$ cat src/rtl/io_pkg.sv
`default_nettype none
// ============================================================================
// Module   : io_pkg
// Purpose  : I/O window register map and the seven-segment glyph encoder.
// Revision : 1.0
// ============================================================================
package io_pkg;

  localparam logic [31:0] ADDR_HEX     = 32'hF000_0000;
  localparam logic [31:0] ADDR_LEDR    = 32'hF000_0004;
  localparam logic [31:0] ADDR_LEDG    = 32'hF000_0008;
  localparam logic [31:0] ADDR_KEY     = 32'hF000_0010;
  localparam logic [31:0] ADDR_SW      = 32'hF000_0014;
  localparam logic [31:0] ADDR_KEYEDGE = 32'hF000_0018;

  // Active-low segments, bit 6 = g ... bit 0 = a.
  function automatic logic [6:0] hex_to_seg(input logic [3:0] nib);
    logic [6:0] seg;
    case (nib)
      4'h0:    seg = 7'h40;
      4'h1:    seg = 7'h79;
      4'h2:    seg = 7'h24;
      4'h3:    seg = 7'h30;
      4'h4:    seg = 7'h19;
      4'h5:    seg = 7'h12;
      4'h6:    seg = 7'h02;
      4'h7:    seg = 7'h78;
      4'h8:    seg = 7'h00;
      4'h9:    seg = 7'h10;
      4'hA:    seg = 7'h08;
      4'hB:    seg = 7'h03;
      4'hC:    seg = 7'h46;
      4'hD:    seg = 7'h21;
      4'hE:    seg = 7'h06;
      default: seg = 7'h0E;
    endcase
    return seg;
  endfunction

endpackage
`default_nettype wire

$ cat src/rtl/input_debouncer.sv
`default_nettype none
// ============================================================================
// Module   : input_debouncer
// Purpose  : 2-flop synchronizer plus per-bit stability counter.
// Revision : 1.0
// ============================================================================
module input_debouncer #(
  parameter int WIDTH           = 4,
  parameter int DEBOUNCE_CYCLES = 250000
) (
  input  logic             clk_i,
  input  logic             rst_i,
  input  logic [WIDTH-1:0] raw_i,
  output logic [WIDTH-1:0] stable_o
);

  localparam int             CNT_W    = $clog2(DEBOUNCE_CYCLES + 1);
  localparam logic [CNT_W-1:0] CNT_LAST = CNT_W'(DEBOUNCE_CYCLES - 1);

  logic [WIDTH-1:0] sync1_q;
  logic [WIDTH-1:0] sync2_q;

  always_ff @(posedge clk_i) begin
    if (rst_i) begin
      sync1_q <= '0;
      sync2_q <= '0;
    end else begin
      sync1_q <= raw_i;
      sync2_q <= sync1_q;
    end
  end

  for (genvar b = 0; b < WIDTH; b++) begin : g_bit
    logic [CNT_W-1:0] cnt_q;
    logic [CNT_W-1:0] cnt_d;
    logic             stable_q;
    logic             stable_d;

    // Accept on the last of DEBOUNCE_CYCLES consecutive differing cycles.
    always_comb begin
      cnt_d    = cnt_q;
      stable_d = stable_q;
      if (sync2_q[b] == stable_q) begin
        cnt_d = '0;
      end else if (cnt_q == CNT_LAST) begin
        stable_d = sync2_q[b];
        cnt_d    = '0;
      end else begin
        cnt_d = cnt_q + 1'b1;
      end
    end

    always_ff @(posedge clk_i) begin
      if (rst_i) begin
        cnt_q    <= '0;
        stable_q <= 1'b0;
      end else begin
        cnt_q    <= cnt_d;
        stable_q <= stable_d;
      end
    end

    assign stable_o[b] = stable_q;
  end

endmodule
`default_nettype wire

$ cat src/rtl/mmio_responder.sv
`default_nettype none
// ============================================================================
// Module   : mmio_responder
// Purpose  : Load/store responder for the 0xF000_0000 board I/O window.
// Revision : 1.0
// ============================================================================
module mmio_responder #(
  parameter int                 DBITS           = 32,
  parameter int                 DEBOUNCE_CYCLES = 250000,
  parameter logic [DBITS-1:0]   ADDR_HEX        = io_pkg::ADDR_HEX,
  parameter logic [DBITS-1:0]   ADDR_LEDR       = io_pkg::ADDR_LEDR,
  parameter logic [DBITS-1:0]   ADDR_LEDG       = io_pkg::ADDR_LEDG,
  parameter logic [DBITS-1:0]   ADDR_KEY        = io_pkg::ADDR_KEY,
  parameter logic [DBITS-1:0]   ADDR_SW         = io_pkg::ADDR_SW,
  parameter logic [DBITS-1:0]   ADDR_KEYEDGE    = io_pkg::ADDR_KEYEDGE
) (
  input  logic             clk,
  input  logic             reset,
  input  logic [DBITS-1:0] addr,
  input  logic             wrtEn,
  input  logic             rdEn,
  input  logic [DBITS-1:0] wrtData,
  output logic [DBITS-1:0] rdData,
  output logic             ioSel,
  input  logic [3:0]       KEY,
  input  logic [9:0]       SW,
  output logic [6:0]       HEX0,
  output logic [6:0]       HEX1,
  output logic [6:0]       HEX2,
  output logic [6:0]       HEX3,
  output logic [9:0]       LEDR,
  output logic [7:0]       LEDG
);

  import io_pkg::*;

  logic [15:0] hex_q,     hex_d;
  logic [9:0]  ledr_q,    ledr_d;
  logic [7:0]  ledg_q,    ledg_d;
  logic [3:0]  keyprev_q, keyedge_q, keyedge_d;
  logic [3:0]  key_stable;
  logic [9:0]  sw_stable;
  logic        edge_clr;

  assign ioSel    = (addr[DBITS-1 -: 4] == 4'hF);
  assign edge_clr = rdEn && ioSel && (addr == ADDR_KEYEDGE);

  // Buttons are inverted here so everything downstream is 1 = pressed.
  input_debouncer #(.WIDTH(4), .DEBOUNCE_CYCLES(DEBOUNCE_CYCLES)) u_key_db (
    .clk_i    (clk),
    .rst_i    (reset),
    .raw_i    (~KEY),
    .stable_o (key_stable)
  );

  input_debouncer #(.WIDTH(10), .DEBOUNCE_CYCLES(DEBOUNCE_CYCLES)) u_sw_db (
    .clk_i    (clk),
    .rst_i    (reset),
    .raw_i    (SW),
    .stable_o (sw_stable)
  );

  always_comb begin
    hex_d  = hex_q;
    ledr_d = ledr_q;
    ledg_d = ledg_q;
    if (wrtEn && ioSel) begin
      if (addr == ADDR_HEX)  hex_d  = wrtData[15:0];
      if (addr == ADDR_LEDR) ledr_d = wrtData[9:0];
      if (addr == ADDR_LEDG) ledg_d = wrtData[7:0];
    end
    // A new press in the clearing cycle survives the clear.
    keyedge_d = (edge_clr ? 4'b0 : keyedge_q) | (key_stable & ~keyprev_q);
  end

  always_ff @(posedge clk) begin
    if (reset) begin
      hex_q     <= '0;
      ledr_q    <= '0;
      ledg_q    <= '0;
      keyprev_q <= '0;
      keyedge_q <= '0;
    end else begin
      hex_q     <= hex_d;
      ledr_q    <= ledr_d;
      ledg_q    <= ledg_d;
      keyprev_q <= key_stable;
      keyedge_q <= keyedge_d;
    end
  end

  always_comb begin
    rdData = '0;
    if (ioSel) begin
      if      (addr == ADDR_HEX)     rdData[15:0] = hex_q;
      else if (addr == ADDR_LEDR)    rdData[9:0]  = ledr_q;
      else if (addr == ADDR_LEDG)    rdData[7:0]  = ledg_q;
      else if (addr == ADDR_KEY)     rdData[3:0]  = key_stable;
      else if (addr == ADDR_SW)      rdData[9:0]  = sw_stable;
      else if (addr == ADDR_KEYEDGE) rdData[3:0]  = keyedge_q;
    end
  end

  assign HEX0 = hex_to_seg(hex_q[3:0]);
  assign HEX1 = hex_to_seg(hex_q[7:4]);
  assign HEX2 = hex_to_seg(hex_q[11:8]);
  assign HEX3 = hex_to_seg(hex_q[15:12]);
  assign LEDR = ledr_q;
  assign LEDG = ledg_q;

endmodule
`default_nettype wire

$ cat config.mk
export PLATFORM = sky130hd
export DESIGN_NAME = mmio_responder
export DESIGN_NICKNAME = d
export VERILOG_FILES = /design/src/rtl/io_pkg.sv /design/src/rtl/input_debouncer.sv /design/src/rtl/mmio_responder.sv
export SDC_FILE = /design/constraint.sdc
export NUM_CORES = 1
export LEC_CHECK = 0
export ABC_AREA = 1
export ABC_CLOCK_PERIOD_IN_PS = 2900
export CORE_MARGIN = 2
export CORE_UTILIZATION = 59
export DETAILED_ROUTE_END_ITERATION = 10
export GPL_TIMING_DRIVEN = 0
export PLACE_DENSITY = 0.87
export SLEW_MARGIN = 10
export SYNTH_ARGS = -nofsm -noshare
export SYNTH_HDL_FRONTEND = slang
export SYNTH_HIERARCHICAL = 1
export SYNTH_SLANG_ARGS = --single-unit
$ cat constraint.sdc
create_clock -name clk -period 2.9 [get_ports clk]
set_input_delay 0.58 -clock clk [delete_from_list [all_inputs] [get_ports clk]]
set_output_delay 0.58 -clock clk [all_outputs]
set_load 0.03 [all_outputs]
# ---- Word-level counts from Yosys, hierarchy flattened
# Memories as Yosys holds them, arrays and structs flattened. A register that Yosys moved wholly into a read port is not among the register bits.
# Cells that the tools add are included.
dict set report totals {
  n_memories 4
  input_bits 82
  regBits 336
  mem_bits_ro 448
  word_cells 162
}
dict set report op_classes {
  add_sub_neg 14
  n_eq_ne 35
  reduce_logical 34
  n_mux 20
  n_bitwise 18
}
# name words width read_ports rd_clocked_by_memory_dff write_ports line
set memory_table {}
lappend memory_table {{(no name shown)} 16 7 1 1 0 io_pkg.sv:19} ;# case (nib)
lappend memory_table {{(no name shown)} 16 7 1 1 0 io_pkg.sv:19}
lappend memory_table {{(no name shown)} 16 7 1 1 0 io_pkg.sv:19}
lappend memory_table {{(no name shown)} 16 7 1 1 0 io_pkg.sv:19}
# cell n
set op_table {}
lappend op_table {{18-bit by 1-bit adder with 18-bit output, second input constant} 14}
lappend op_table {{18-bit == test, second input constant} 14}
lappend op_table {{32-bit == test, second input constant} 6}
lappend op_table {{4-bit 2-to-1 mux} 12}
lappend op_table {{3-bit OR reduction} 14}
lappend op_table {{2-bit AND reduction} 17}
lappend op_table {{10-bit 2-to-1 mux} 2}
lappend op_table {{6-bit 2-to-1 mux} 3}
lappend op_table {{16-bit 2-to-1 mux} 1}
lappend op_table {{1-bit == test} 14}
lappend op_table {{1-bit inverter} 14}
lappend op_table {{8-bit 2-to-1 mux} 1}
lappend op_table {{4-bit inverter} 2}
lappend op_table {{4-bit AND} 1}
lappend op_table {{4-bit == test, second input constant} 1}
lappend op_table {{4-bit bitwise OR} 1}
lappend op_table {{1-bit logical AND} 3}
lappend op_table {{2-bit 2-to-1 mux} 1}

# ---- Longest topological paths before layout
dict set report logic_depth {
  word_depth 8
  depth_mapped 16
  ltp_nobuf 15
}

# ---- Hierarchy
# The synthesis kept the hierarchy.
# module area_each_um2 instances cells_per_inst seq_area_each_um2
set by_module_without_submodules {}
lappend by_module_without_submodules {{input_debouncer (u_sw_db)} 10368.7 1 1554 4204.0}
lappend by_module_without_submodules {mmio_responder 4245.3 1 629 1401.3}
lappend by_module_without_submodules {{input_debouncer (u_key_db)} 4124.0 1 599 1681.6}

# ---- Least setup slack after synthesis
# No wires, ideal clock.
dict set report synth_timing {
  path_kind {input port to output port}
  start {input port addr[30]}
  end {output port rdData[10]}
  setup_slack_ns 0.081
  t_arrival_ns 2.239
  path_stages 9
  cell_sequence {nand2_1 inv_1 nand2_4 nor2_4 nand2_4 nor2_2 nand2_1 clkbuf_1 nor3_1}
}
dict set report synth_between {
  elab_chain_cells 3
}
# item line
set synth_rtl {}
lappend synth_rtl {{start, declared} mmio_responder.sv:19} ;# input logic [DBITS-1:0] addr,
lappend synth_rtl {{32-bit == test} mmio_responder.sv:95} ;# if (addr == ADDR_HEX) rdData[15:0] = hex_q;
lappend synth_rtl {{6-bit 2-to-1 mux} mmio_responder.sv:95}
lappend synth_rtl {{16-bit 2-to-1 mux (*)} mmio_responder.sv:94} ;# if (ioSel) begin
lappend synth_rtl {{end, declared} mmio_responder.sv:23} ;# output logic [DBITS-1:0] rdData,
# Mark *: on every way between the ends. The rest lies on a longest branch, timed or not.

# ---- Worst setup path in the final report
dict set report layout_timing {
  start {input port addr[22]}
  end {output port rdData[0]}
}
dict set report layout_between {
  elab_chain_cells 8
}
# item line
set layout_rtl {}
lappend layout_rtl {{32-bit == test} mmio_responder.sv:100} ;# else if (addr == ADDR_KEYEDGE) rdData[3:0] = keyedge_q;
lappend layout_rtl {{4-bit 2-to-1 mux} mmio_responder.sv:100}
lappend layout_rtl {{4-bit 2-to-1 mux} mmio_responder.sv:99} ;# else if (addr == ADDR_SW) rdData[9:0] = sw_stable;
lappend layout_rtl {{4-bit 2-to-1 mux} mmio_responder.sv:98} ;# else if (addr == ADDR_KEY) rdData[3:0] = key_stable;
lappend layout_rtl {{8-bit 2-to-1 mux} mmio_responder.sv:97} ;# else if (addr == ADDR_LEDG) rdData[7:0] = ledg_q;
lappend layout_rtl {{10-bit 2-to-1 mux} mmio_responder.sv:96} ;# else if (addr == ADDR_LEDR) rdData[9:0] = ledr_q;
lappend layout_rtl {{10-bit 2-to-1 mux (*)} mmio_responder.sv:95}
lappend layout_rtl {{16-bit 2-to-1 mux (*)} mmio_responder.sv:94}
# Marked as above.

==> run_results.csv <==
group,metric,value,unit
outcome,status,"finished, final reports clean",
floorplan,io_pins,161,
cts,numCtsBuffers,40,
yosys,synth-edff-count,0,
timing,finalCritPeriodShare,98.3,%
yosys,synth_top_area_cell,"dfxtp_1",
global_routing,grt.overflow.total,0,
hold_path,hold_path_depth,2,
detailed_routing,remaining_drc_errors,0,
detailed_routing,via_count,18100,
critical_path,endpoint_kind,"output pin",
detailed_routing,drtAntennaViolNets,0,
yosys,syn_area_per_cell,6.74,sq um
cts,cts.clk_slew.worst_paths,0.06,ns
hold_path,min_path_type,"flop to flop",
detailed_routing,wire_per_inst,13.7,um
timing,skew,0.0191,ns
yosys,yosysSeqAreaShare,38.9,%
timing,setup_viol_count_final,0,
place,place.gp.congestion,0.944,
place,dp_hpwl,33200,um
yosys,synth_top_area_share,38.9,%
yosys,synth_commonest_cells,"nand2_1, nor2_1, dfxtp_1",
global_routing,grt_max_degree,14,
cts,cts_buffer_depth,3,
yosys,synth_warnings,6,
yosys,syn_area,18700,sq um
cts,cts.sinks,364,
job,maxCapViolCount,0,
hold_path,hp-start,"u_key_db/sync1_q[1]$_SDFF_PP0_",
cts,clock_latency,0.53,ns
critical_path,crit_arrival,2.27,ns
critical_path,ff2ff_setup_slack,1.10,ns
critical_path,crit_family,"simple AND/OR/NAND/NOR gates",
layout,layout.nets,3108,
floorplan,num_rows,65,
floorplan,die_area,33200,sq um
critical_path,crit_type,"primary input to output pin",
cts,h-tree-depth,2,
floorplan,fp.dieH,182,um
timing,whs,0.403,ns
place,numPortBuffers,128,
timing,finalHoldViolations,0,
floorplan,die_x,182,um
layout,multiInputGateArea,9930,sq um
critical_path,crit_slowest_cell,"dlygate4sd2_1",
yosys,synth-async-reset-ratio,0,%
detailed_routing,firstDrtPassIters,6,
timing,fmax,0.351,GHz
layout,regArea,7290,sq um
critical_path,cp-start-kind,"primary input",
pwr,p_per_area,474,nW/um^2
global_routing,grt_pass1_vias,17100,
cts,root_buffer,"clkbuf_16",
timing,worst_slew_pin_slew,0.858,ns
yosys,synth_cell_types,41,
layout,drive_gt1_share,10.9,%
floorplan,fp.coreArea,31400,sq um
critical_path,reg2reg_depth,7,
layout,area_growth,19.2,%
critical_path,crit_chain,"dlygate4sd2_1 > nor2_1 > nand2_2 > nor2_4 > nand2_4 > buf_4 > nor2_4 > nand2_1 > nand2_1 > o21bai_1 > a21oi_2 > buf_6",
yosys,netlist_instances,2782,
yosys,synthTopCellsByArea,"dfxtp_1, nand2_1, nor2_1, inv_1, nand3_1",
detailed_routing,finalWirelength,46700,um
global_routing,track_usage,27.5,%
critical_path,cp_slowest_stage_delay,0.23,ns
timing,slew_headroom,42.8,%
critical_path,critPathMaxFanout,5,
floorplan,initial_utilization,59.7,%
layout,fillers,2470,
global_routing,antenna_found_initial,1,
critical_path,crit_required,2.32,ns
hold_path,whs_endpoint,"u_key_db/sync2_q[1]$_SDFF_PP0_",
global_routing,grt_pass1_wl,77400,um
timing,slew_violations,0,
critical_path,regToRegStartpoint,"u_sw_db/g_bit[1].cnt_q[0]$_SDFF_PP0_",
timing,tns,0,ns
pwr,ir_drop,0.550,mV
critical_path,r2r-end,"u_sw_db/g_bit[1].cnt_q[15]$_SDFF_PP0_",
pwr,p_leak,8.80,nW
pwr,totalPowerFinal,10.6,mW
detailed_routing,initialDrtViolationCount,1317,
yosys,ys_ff_latch,364,
cts,cts_tree,"yes",
timing,timing.final.crit_period,2.85,ns
detailed_routing,vias_per_cell,5.29,
critical_path,path_buf_inv,3,
yosys,synth.most_common_cell,"nand2_1",
yosys,synth_ff_type,"dfxtp_1",
[per-stage QoR]
stage                     setup slack, ns  util, %  instance area (sq um)  cells
after floorplan                    0.0814        -                  18800   2797
after global placement              -1.09     65.6                  20600   3327
after detailed placement            -1.18     65.6                  20600   3327
after CTS                        0.000835     70.5                  22100   3410
after global routing              -0.0219     71.1                  22300   3419
final                              0.0480     71.1                  22300   3419
[tightest hold or removal path, cell delays in order, from the launching register on]
cell     delay, ns
dfxtp_1       0.30
inv_1         0.04
nor2_1        0.03
[area by class of cell]
class / instances / share of cell area, %
plain buffers: 65 / 2.20
clock inverters: 15 / 0.986
flip-flops and latches: 364 / 32.6
clock buffers: 55 / 5.09
multi-input cells: 2011 / 44.5
inverters: 357 / 6.02
repair buffers: 149 / 6.30
diodes: 1 / 0.0112
well taps: 402 / 2.25
[layout by cell type, fill, tap and decap left out, types with 13 or more instances in the layout]
cell type,instances
nand2_1,688
nor2_1,519
dfxtp_1,364
inv_1,346
nand3_1,174
a21oi_1,114
clkdlybuf4s50_1,80
xor2_1,79
o21ai_0,74
nand4_1,60
buf_4,56
clkbuf_16,40
ha_1,38
nor2_2,37
nand2_2,34
nor3_1,31
xnor2_1,27
nor2_4,20
buf_6,20
or2_2,20
dlygate4sd2_1,19
conb_1,16
clkbuf_1,15
nand2_4,13
[worst max-delay path by stage]
stage / from / to / slack, ns / depth (start not counted)
floorplan: addr[30] / rdData[10] / 0.08 / 9
global placement: addr[4] / rdData[4] / -1.09 / 11
detailed placement: addr[4] / rdData[9] / -1.18 / 11
CTS: addr[7] / rdData[3] / 0.0008 / 11
global route: addr[22] / rdData[6] / -0.02 / 12
finish: addr[22] / rdData[0] / 0.05 / 12
[report_power, final]
part	internal [mW]	switching (mW)	leakage, nW
Clock	3.19	2.03	0.665
Sequential	5.02	0.0139	2.94
Combinational	0.132	0.187	5.20
Total	8.35	2.23	8.80
[per-layer routing]
metal | routed length (um) | track usage [%] | up-vias
met4 | 1850 | 10.8 | 0
li1 | - | - | 9040
met5 | 0 | 0 | -
met3 | 3000 | 4.79 | 160
met2 | 22300 | 48.0 | 578
met1 | 19500 | 33.8 | 8301
[kinds of logic after synthesis]
logic type	synth area share (%)
and+or+nand+nor	37.5
buffers and inverters	9.68
DFF	38.9
AOI/OAI and AO/OA	6.42
xor gates and xnor gates	4.95
adders and majority gates	2.54
other	0.0200
[sequential cells by signal, summed over array words and instances (netlist names), 8 cells and up]
signal and count:
u_sw_db/sync2_q 10, u_key_db/g_bit.cnt_q 72, u_sw_db/g_bit.stable_q 10, LEDR 10, LEDG 8, u_sw_db/sync1_q 10
hex_q 16, u_sw_db/g_bit.cnt_q 180
[repair_timing]
item	in CTS	in global routing
setup endpoints to repair	17	31
pin swaps	41	33
hold buffers	0	0
gates resized for setup	174	60
setup buffers	11	9
cloned	2	0
No activity file was read; power rests on OpenSTA's default activity.
